**src/rtl/finger_count_accumulator_if.sv**
```systemverilog
// Gesture event handshake between the accumulator and its consumer.
interface finger_count_accumulator_if;
  logic       out_valid;
  logic       out_ready;
  logic [3:0] out_value;

  modport master (output out_valid, output out_value, input out_ready);
  modport slave  (input out_valid, input out_value, output out_ready);
endinterface

```
**src/rtl/finger_count_accumulator.sv**
```systemverilog
// Debounces a 5-bit hand shape, decodes each committed gesture, emits it as
// one handshake event and adds accepted values into a saturating sum.
//
// state | meaning
// IDLE  | waiting for a stable shape to commit
// EMIT  | event pending on out_if, value frozen until accepted
// HOLD  | committed shape still present; wait for it to change
module finger_count_accumulator #(
  parameter int STABLE_CYCLES = 4,
  parameter int SUM_W         = 8
) (
  input  logic                         clk,
  input  logic                         reset_n,
  input  logic [4:0]                   hs,
  input  logic                         mode,
  input  logic                         clear,
  finger_count_accumulator_if.master   out_if,
  output logic [SUM_W-1:0]             sum,
  output logic                         sat,
  output logic                         err_invalid
);

  localparam int CNT_W = (STABLE_CYCLES < 1) ? 1 : $clog2(STABLE_CYCLES + 1);
  localparam logic [CNT_W-1:0] CNT_MAX = CNT_W'(STABLE_CYCLES);

  localparam logic [1:0] IDLE = 2'd0;
  localparam logic [1:0] EMIT = 2'd1;
  localparam logic [1:0] HOLD = 2'd2;

  logic [1:0]       state;
  logic [4:0]       cand;
  logic [4:0]       last;
  logic [CNT_W-1:0] cnt;
  logic             out_valid_q;
  logic [3:0]       out_value_q;
  logic             dec_valid;
  logic [3:0]       dec_value;
  logic             stable;
  logic             accept;
  logic [SUM_W:0]   sum_add;

  assign out_if.out_valid = out_valid_q;
  assign out_if.out_value = out_value_q;

  assign stable  = (cnt == CNT_MAX);
  assign accept  = out_valid_q && out_if.out_ready;
  // Carry out of the widened adder means the running sum overflowed.
  assign sum_add = {1'b0, sum} + {{(SUM_W-3){1'b0}}, out_value_q};

  // Decode the debounced candidate shape in the currently selected mode.
  always_comb begin
    dec_valid = 1'b0;
    dec_value = 4'd0;
    if (mode) begin
      dec_valid = 1'b1;
      dec_value = 4'(cand[0]) + 4'(cand[1]) + 4'(cand[2]) + 4'(cand[3]) + 4'(cand[4]);
    end else begin
      case (cand)
        5'b00001: begin dec_valid = 1'b1; dec_value = 4'd1;  end
        5'b00011: begin dec_valid = 1'b1; dec_value = 4'd2;  end
        5'b00111: begin dec_valid = 1'b1; dec_value = 4'd3;  end
        5'b01111: begin dec_valid = 1'b1; dec_value = 4'd4;  end
        5'b11111: begin dec_valid = 1'b1; dec_value = 4'd5;  end
        5'b11110: begin dec_valid = 1'b1; dec_value = 4'd6;  end
        5'b11100: begin dec_valid = 1'b1; dec_value = 4'd7;  end
        5'b11000: begin dec_valid = 1'b1; dec_value = 4'd8;  end
        5'b10000: begin dec_valid = 1'b1; dec_value = 4'd9;  end
        5'b00000: begin dec_valid = 1'b1; dec_value = 4'd10; end
        default:  begin dec_valid = 1'b0; dec_value = 4'd0;  end
      endcase
    end
  end

  // Debouncer: count consecutive identical samples, saturating at the threshold.
  always_ff @(posedge clk or negedge reset_n) begin
    if (!reset_n) begin
      cand <= 5'd0;
      cnt  <= '0;
    end else if (hs == cand) begin
      if (!stable) cnt <= cnt + 1'b1;
    end else begin
      cand <= hs;
      cnt  <= CNT_W'(1);
    end
  end

  // Gesture FSM: commit once, emit one event, then wait for the shape to change.
  always_ff @(posedge clk or negedge reset_n) begin
    if (!reset_n) begin
      state       <= IDLE;
      last        <= 5'd0;
      out_valid_q <= 1'b0;
      out_value_q <= 4'd0;
    end else begin
      case (state)
        IDLE: begin
          if (stable) begin
            last <= cand;
            if (dec_valid) begin
              out_value_q <= dec_value;
              out_valid_q <= 1'b1;
              state       <= EMIT;
            end else begin
              state <= HOLD;
            end
          end
        end
        EMIT: begin
          if (accept) begin
            out_valid_q <= 1'b0;
            state       <= HOLD;
          end
        end
        HOLD: begin
          if (cand != last) state <= IDLE;
        end
        default: state <= IDLE;
      endcase
    end
  end

  // Running sum and sticky flags; clear wins over a same-cycle accumulate.
  always_ff @(posedge clk or negedge reset_n) begin
    if (!reset_n) begin
      sum         <= '0;
      sat         <= 1'b0;
      err_invalid <= 1'b0;
    end else if (clear) begin
      sum         <= '0;
      sat         <= 1'b0;
      err_invalid <= 1'b0;
    end else begin
      if (state == EMIT && accept) begin
        if (sum_add[SUM_W]) begin
          sum <= '1;
          sat <= 1'b1;
        end else begin
          sum <= sum_add[SUM_W-1:0];
        end
      end
      if (state == IDLE && stable && !dec_valid) err_invalid <= 1'b1;
    end
  end

endmodule

```
**src/flat_wrapper.sv**
```systemverilog
// flat-port wrapper written by rule: the top's interface ports become plain ports
module finger_count_accumulator_flat 
#(
  parameter int STABLE_CYCLES = 4,
  parameter int SUM_W         = 8
)
  (clk, reset_n, hs, mode, clear, sum, sat, err_invalid, out_if_out_valid, out_if_out_value, out_if_out_ready);
  finger_count_accumulator_if out_if_i ();
  input  logic clk;
  input  logic reset_n;
  input  logic [4:0] hs;
  input  logic mode;
  input  logic clear;
  output logic [SUM_W-1:0] sum;
  output logic sat;
  output logic err_invalid;
  output wire logic [$bits(out_if_i.out_valid)-1:0] out_if_out_valid;
  output wire logic [$bits(out_if_i.out_value)-1:0] out_if_out_value;
  input wire logic [$bits(out_if_i.out_ready)-1:0] out_if_out_ready;
  assign out_if_out_valid = out_if_i.out_valid;
  assign out_if_out_value = out_if_i.out_value;
  assign out_if_i.out_ready = out_if_out_ready;
  finger_count_accumulator #(.STABLE_CYCLES(STABLE_CYCLES), .SUM_W(SUM_W)) u_core (.clk(clk), .reset_n(reset_n), .hs(hs), .mode(mode), .clear(clear), .out_if(out_if_i), .sum(sum), .sat(sat), .err_invalid(err_invalid));
endmodule
```
**config.mk**
```make
export PLATFORM = sky130hd
export DESIGN_NAME = finger_count_accumulator_flat
export DESIGN_NICKNAME = d
export VERILOG_FILES = /design/src/rtl/finger_count_accumulator_if.sv /design/src/rtl/finger_count_accumulator.sv /design/src/flat_wrapper.sv
export SDC_FILE = /design/constraint.sdc
export NUM_CORES = 1
export LEC_CHECK = 0
export ABC_AREA = 1
export BUFFER_PORTS_ARGS = -buffer_cell sky130_fd_sc_hd__buf_2
export CAP_MARGIN = 20
export CORE_MARGIN = 4
export CORE_UTILIZATION = 55
export CTS_CLUSTER_SIZE = 12
export DETAILED_ROUTE_END_ITERATION = 10
export PLACE_DENSITY = 0.75
export SYNTH_ARGS = -nofsm -noshare
export SYNTH_HDL_FRONTEND = slang
export SYNTH_SLANG_ARGS = --single-unit
```
**constraint.sdc**
```tcl
create_clock -name clk -period 6 [get_ports clk]
set_input_delay 0.6 -clock clk [delete_from_list [all_inputs] [get_ports clk]]
set_output_delay 0.6 -clock clk [all_outputs]
set_load 0.005 [all_outputs]
```
=== After elaboration in Yosys (flattened, before gate mapping) ===
Memory sizes are Yosys's and may differ from the RTL's.
Cells that the tools add are included.

* $add $sub $neg: 6
* Equality and inequality tests: 10
* Muxes and demuxes: 21
* Reduce and logical (&&, ||, !) cells: 15

{| class="wikitable"
|+ Operators with widths
! operator !! count
|-
| 2-to-1 mux 8 bit || 3
|-
| adder 4 x 1 -> 4 bit || 3
|-
| adder 8 x 4 -> 9 bit || 1
|-
| 2-to-1 mux 1 bit || 9
|-
| 2-to-1 mux 2 bit || 4
|-
| != test 2 x 1 -> 1 bit (second input constant) || 4
|-
| nonzero test 2 bit || 4
|-
| 2-to-1 mux 3 bit || 2
|-
| case mux 2 bit (3 select lines) || 1
|-
| AND reduction 3 bit || 2
|-
| equality test 5 bit || 1
|-
| != test 5 bit || 1
|-
| logical AND 1 bit || 4
|-
| 2-to-1 mux 4 bit || 1
|-
| AND reduction 2 bit || 2
|-
| AND reduction 4 bit || 1
|-
| adder 3 x 1 -> 3 bit (second input constant) || 1
|-
| equality test 3 bit (second input constant) || 1
|-
| adder 1 x 1 -> 2 bit || 1
|-
| equality test 2 x 1 -> 1 bit (second input constant) || 1
|-
| equality test 2 bit (second input constant) || 1
|-
| zero test 2 bit || 1
|-
| != test 2 bit (second input constant) || 1
|-
| case mux 1 bit (2 select lines) || 1
|-
| zero test 1 bit || 1
|}

* Flip-flop bits (word level): 30
* Bits in read-only memories: 160
* Input port bits: 10
* Output and inout bits: 15
* Logic and storage cells: 62
* Memories kept: 1

{| class="wikitable"
|+ Memories
! name !! words !! bits a word !! rd ports !! clocked after memory_dff !! write ports !! RTL line !! RTL
|-
| (no name shown) || 32 || 5 || 1 || 0 || 0 || finger_count_accumulator.sv:58 || <nowiki>case (cand)</nowiki>
|}

=== Longest topological paths before layout ===
An unclocked memory read counts as a cell.

* Word-level depth: 6
* Gate-level depth with buffers: 11
* Gate-level depth less buffers: 11

=== Worst setup path after synthesis ===
No wires, ideal clock.

* Path kind: reg-to-reg
* From: register u_core.cand[0]
* To: register u_core.out_value_q[1] (netlist: u_core.out_if.out_value[1])
* Library setup time: 0.116 ns
* Arrival: 2.149 ns
* Required time: 5.884 ns
* Setup slack: 3.735 ns
* Cell stages (with the launch flop): 12
* Buffers on the path: 0
* Clock period less this slack: 2.265 ns
* Cell sequence: dfrtp_1 -> inv_1 -> ha_1 -> inv_1 -> fa_1 -> inv_1 -> ha_1 -> fa_1 -> nand2_1 -> nand2_1 -> nand2_1 -> nand2_1

* Word-level cells in the longest chain between the ends: 5
* Elaborated cells between the ends (all ways): 8
* Classes of those cells: add/sub: 4; mux: 2; reduce/logical: 1; memory: 1

{| class="wikitable"
|+ RTL lines
! what !! RTL line !! RTL
|-
| start: declaration || finger_count_accumulator.sv:31 || <nowiki>logic [4:0] cand;</nowiki>
|-
| start signal: assignment || finger_count_accumulator.sv:82 || <nowiki>cand <= hs;</nowiki>
|-
| adder 1 x 1 -> 2 bit || finger_count_accumulator.sv:56 || <nowiki>dec_value = 4'(cand[0]) + 4'(cand[1]) + 4'(cand[2]) + 4'(cand[3]) + 4'(cand[4]);</nowiki>
|-
| adder 4 x 1 -> 4 bit (3 in series) || finger_count_accumulator.sv:56 ||
|-
| 2-to-1 mux 4 bit || finger_count_accumulator.sv:54 || <nowiki>if (mode) begin</nowiki>
|-
| end signal: assignment || finger_count_accumulator.sv:100 || <nowiki>out_value_q <= dec_value;</nowiki>
|-
| end: declaration || finger_count_accumulator.sv:35 || <nowiki>logic [3:0] out_value_q;</nowiki>
|}

Parallel ways exist; a longest one is shown, timed or not.
A chain may end at the register's enable or synchronous reset.

=== Worst setup path after layout ===
Ends and elaborated chain as after synthesis.

==> Flow_metrics.wiki <==
{| class="wikitable"
! Metric !! Value
|-
| Result of the run || finished clean
|-
| Crit-path most repeated cell || sky130_fd_sc_hd__nand2_1
|-
| Number of antenna violations at the first check in global routing || 0
|-
| Kind of cell adding the most delay to the critical path || adder cells
|-
| Final worst-path setup slack || about 3600 ps
|-
| Post-CTS Setup Repair Bufs || 0
|-
| Area enclosed by the die boundary || 0.004666 mm^2
|-
| Fin. max-slew vios || 0
|-
| Initial standard-cell utilization of the core || 58.57%
|-
| Capturing point of the worst reg2reg path || u_core.out_if.out_value[1]
|-
| Remaining design rule violation count || 0
|-
| Number of sinks on the clock net || 30
|-
| Number of cells traversed by the worst register-to-register path || 11
|-
| Antenna diodes || 0
|-
| TritonCTS clock tree || built
|-
| Final worst clock skew || between 4 and 5 ps
|-
| Count of state elements after synthesis || 30
|-
| Met3 routed wirelength || 178 um
|-
| CTS clock-pin slew for the worst setup and hold paths || 90 ps
|-
| Hold bufs inserted after CTS || 0
|-
| Drt first-iter violations || 84
|-
| Number of top-level pins || 25
|-
| Data arrival, critical path || 2640 ps
|-
| Largest net degree at the start of global routing || 31
|-
| Setup crit start || u_core.cand[0]
|-
| Maximum capacitance violations || 0
|-
| Ratio of total power to cell area || 170.5 mW/mm^2
|-
| Worst-case setup slack after placement || 3588 ps
|-
| Clock latency reported for the late side of the worst-skew pair || ~330 ps
|-
| Worst flop-to-flop path startpoint || u_core.cand[0]
|-
| Weighted congestion reported at the end of routability-driven placement || around 0.80
|-
| Highest routed layer || met4
|-
| Slack of the worst reg-to-reg path || around 3600 ps
|-
| Tightest Hold Check Type || primary input to async pin
|-
| Worst endpoint required time || 6220 ps
|-
| Row cnt || 21
|-
| Proportion of synthesized flip-flops having asynchronous set or reset || 100.0%
|-
| Final instance area || 0.002192 mm^2
|-
| First drt pass iteration count || 4
|-
| Cell at the root of the clock tree || sky130_fd_sc_hd__clkbuf_4
|-
| Largest stage delay, worst path || 480 ps
|-
| Setup repair after global routing missed its margin || no
|-
| Maximum net fanout on the critical path || 7
|-
| Number of distinct library cell variants in the gate-level netlist after synthesis || 32
|-
| Kind of start point of the critical path || register
|-
| Antenna-violating nets left || 0
|-
| GRT Overall Usage || 19.20%
|-
| Leading cell type in the layout, fill and taps excluded || sky130_fd_sc_hd__nand2_1
|-
| Part of the Yosys area used for sequential elements || between 30% and 40%
|-
| Overflow left after global routing || 0
|-
| Highest-count cells in the layout ignoring fill and taps || sky130_fd_sc_hd__nand2_1, sky130_fd_sc_hd__dfrtp_1, sky130_fd_sc_hd__inv_1
|-
| Post-route clock period utilization || around two fifths
|-
| Kind of critical path || register to register
|-
| Wire length of the first global-routing pass || 6630 um
|-
| Die Span Y || 68.31 um
|-
| PnR Total Power || 0.0003738 W
|-
| Combined area of all synthesized cells || 0.002001 mm^2
|-
| Net count reported at finish || a little under 300
|-
| # resized after CTS || 0
|-
| Detailed placer's ending HPWL || 2998 um
|-
| Placed Cells || a little over 300
|-
| WL final || 3811 um
|-
| Most used flip-flop cell after synthesis || sky130_fd_sc_hd__dfrtp_1
|-
| Wire length per cell after detailed routing || 12.10 um
|-
| Post-Place Cell Area || 0.002132 mm^2
|-
| Crit-path cells || inv_1 > ha_1 > inv_1 > fa_1 > inv_1 > ha_1 > fa_1 > nand2_1 > nand2_1 > nand2_1 > nand2_1
|-
| Time the worst path needs with I/O delays and setup || 2418 ps
|-
| Switching power as a share of total power || 26.41%
|-
| Pin slew with the least headroom to its limit || between 600 and 700 ps
|-
| Total number of yosys warnings || 0
|-
| Worst-path cell with the longest stage delay || sky130_fd_sc_hd__dfrtp_1
|-
| Layout area overhead || 9.568%
|-
| Headroom to the max-slew limit || 54.93%
|-
| Sum of met2 wire segment lengths after detailed routing || 1868 um
|-
| Synthesized net count || 270
|-
| Setup violations, final || 0
|-
| Sequential cell fraction of total power || 55.8%
|-
| Clock buffers created by TritonCTS || 5
|-
| Leakage || 1.173 nW
|-
| Via-per-instance ratio || 4.975
|-
| Crit. End Element || register
|-
| Clock share of power || between 30% and 40%
|-
| Post-route insts no fill || 315
|-
| Die width || 68.31 um
|-
| Number of buffers between clock root and the deepest sink || 2
|-
| Number of synthesized flops with an enable pin || 0
|-
| Number of vias after detailed routing || roughly 1600
|-
| Total Neg Setup Slack || 0 ps
|-
| Worst vdd rail ir drop || 111.9 uV
|-
| Switching pwr || between 0.00009 and 0.0001 W
|-
| Fraction of final layout cells with drive strength greater than 1 || between 20 and 25%
|-
| Wire length on met1 || ~1700 um
|-
| Combinational Power Share || 10.4%
|-
| Buffers on Ports || 24
|-
| Placeable core region || 0.003416 mm^2
|-
| Via count of the first global-routing pass || around 1600
|-
| Cell count after synthesis || 245
|-
| Top achievable clock speed || 413.5 MHz
|-
| H-tree level count || 2
|-
| Mean cell area of the mapped netlist || just over 8 um^2
|-
| CP bufs+invs || 3
|-
| Total count of hold-check failures in the final report || 0
|-
| Internal power summed over all cells || 0.0002751 W
|}
cell families after synthesis:
| group | Yosys count | share of synthesized area [%] |
|---|---|---|
| adder cells (fa/ha/maj) | 15 | 10.51 |
| AND/OR/NAND/NOR | 120 | 29.83 |
| buffers and inverters | 43 | 9.005 |
| XOR/XNOR | 8 | 3.502 |
| AO/OA/AOI/OAI | 29 | 9.631 |
| flip-flops | 30 | 37.52 |
registers in the layout, indices dropped and copies added (netlist names):
register                 flops
u_core.cnt                   3
u_core.last                  5
u_core.state                 2
u_core.out_if.out_value      4
u_core.sat                   1
u_core.cand                  5
u_core.err_invalid           1
u_core.sum                   8
u_core.out_if.out_valid      1
cells in the mapped netlist (2+ instances only):
cell type,count,area (um^2)
sky130_fd_sc_hd__nand2_2,2,12.51
sky130_fd_sc_hd__xor2_1,5,43.79
sky130_fd_sc_hd__nand3_4,2,35.03
sky130_fd_sc_hd__dfrtp_1,30,750.7
sky130_fd_sc_hd__nand3_1,15,75.07
sky130_fd_sc_hd__nor2_1,16,60.06
sky130_fd_sc_hd__a21oi_1,7,35.03
sky130_fd_sc_hd__fa_1,3,60.06
sky130_fd_sc_hd__o21ai_2,2,17.52
sky130_fd_sc_hd__nor2_2,2,12.51
sky130_fd_sc_hd__nor2_4,4,45.04
sky130_fd_sc_hd__buf_6,2,22.52
sky130_fd_sc_hd__nand2_1,65,244.0
sky130_fd_sc_hd__o21ai_1,8,40.04
sky130_fd_sc_hd__clkbuf_1,5,18.77
sky130_fd_sc_hd__xnor2_1,3,26.28
sky130_fd_sc_hd__inv_1,25,93.84
sky130_fd_sc_hd__ha_1,12,150.1
sky130_fd_sc_hd__o21ai_0,5,25.02
sky130_fd_sc_hd__nand4_1,5,31.28
sky130_fd_sc_hd__o211ai_2,2,25.02
sky130_fd_sc_hd__o211ai_1,3,22.52
sky130_fd_sc_hd__inv_2,9,33.78
sky130_fd_sc_hd__nand3_2,5,50.05
metrics by stage:
stage	util, %	hold WS [ps]
final	64.18	301.6
after detailed placement	62.42	509.0
after floorplan	-	304.4
after CTS	64.18	320.3
after global placement	62.42	493.6
after global routing	64.18	341.8
final cells by class:
class                           count  area [um^2]
Timing Repair Buffer               24        120.1
Clock inverter                      1        5.005
Fill cell                         310         1224
Multi-Input combinational cell    172         1070
Tap cell                           46        57.56
Sequential cell                    30        750.7
Inverter                           35        133.9
Clock buffer                        7        55.05
power by group through the flow:
stage	sequential (W)	clock [W]	combinational (W)
floorplan	0.000210	0	0.0000295
global placement	0.000212	0	0.0000386
detailed placement	0.000213	0	0.0000394
CTS	0.000209	0.000132	0.0000397
global route	0.000209	0.000141	0.0000447
finish	0.000209	0.000126	0.0000388
layer usage:
metal	vias to the layer above	track usage [%]
met1	706	22.93
met4	0	8.685
li1	825	-
met3	6	3.941
met5	-	0
met2	30	32.97
how the worst max path moves through the flow:
stage	endpoint	slack, ps	depth (start not counted)
global placement	u_core.out_if.out_value[1]	3660	11
CTS	u_core.out_if.out_value[1]	3570	11
floorplan	u_core.out_if.out_value[1]	3730	11
global route	u_core.out_if.out_value[1]	3430	11
detailed placement	u_core.out_if.out_value[1]	3590	11
finish	u_core.out_if.out_value[1]	3580	11
worst reg2reg max path: stages (launching register included):
cell and delay, ps:
sky130_fd_sc_hd__dfrtp_1 480, sky130_fd_sc_hd__inv_1 130, sky130_fd_sc_hd__ha_1 300, sky130_fd_sc_hd__inv_1 70, sky130_fd_sc_hd__fa_1 480, sky130_fd_sc_hd__inv_1 40
sky130_fd_sc_hd__ha_1 180, sky130_fd_sc_hd__fa_1 430, sky130_fd_sc_hd__nand2_1 70, sky130_fd_sc_hd__nand2_1 50, sky130_fd_sc_hd__nand2_1 50, sky130_fd_sc_hd__nand2_1 40
Note: power is estimated with default switching activity, not from simulation.
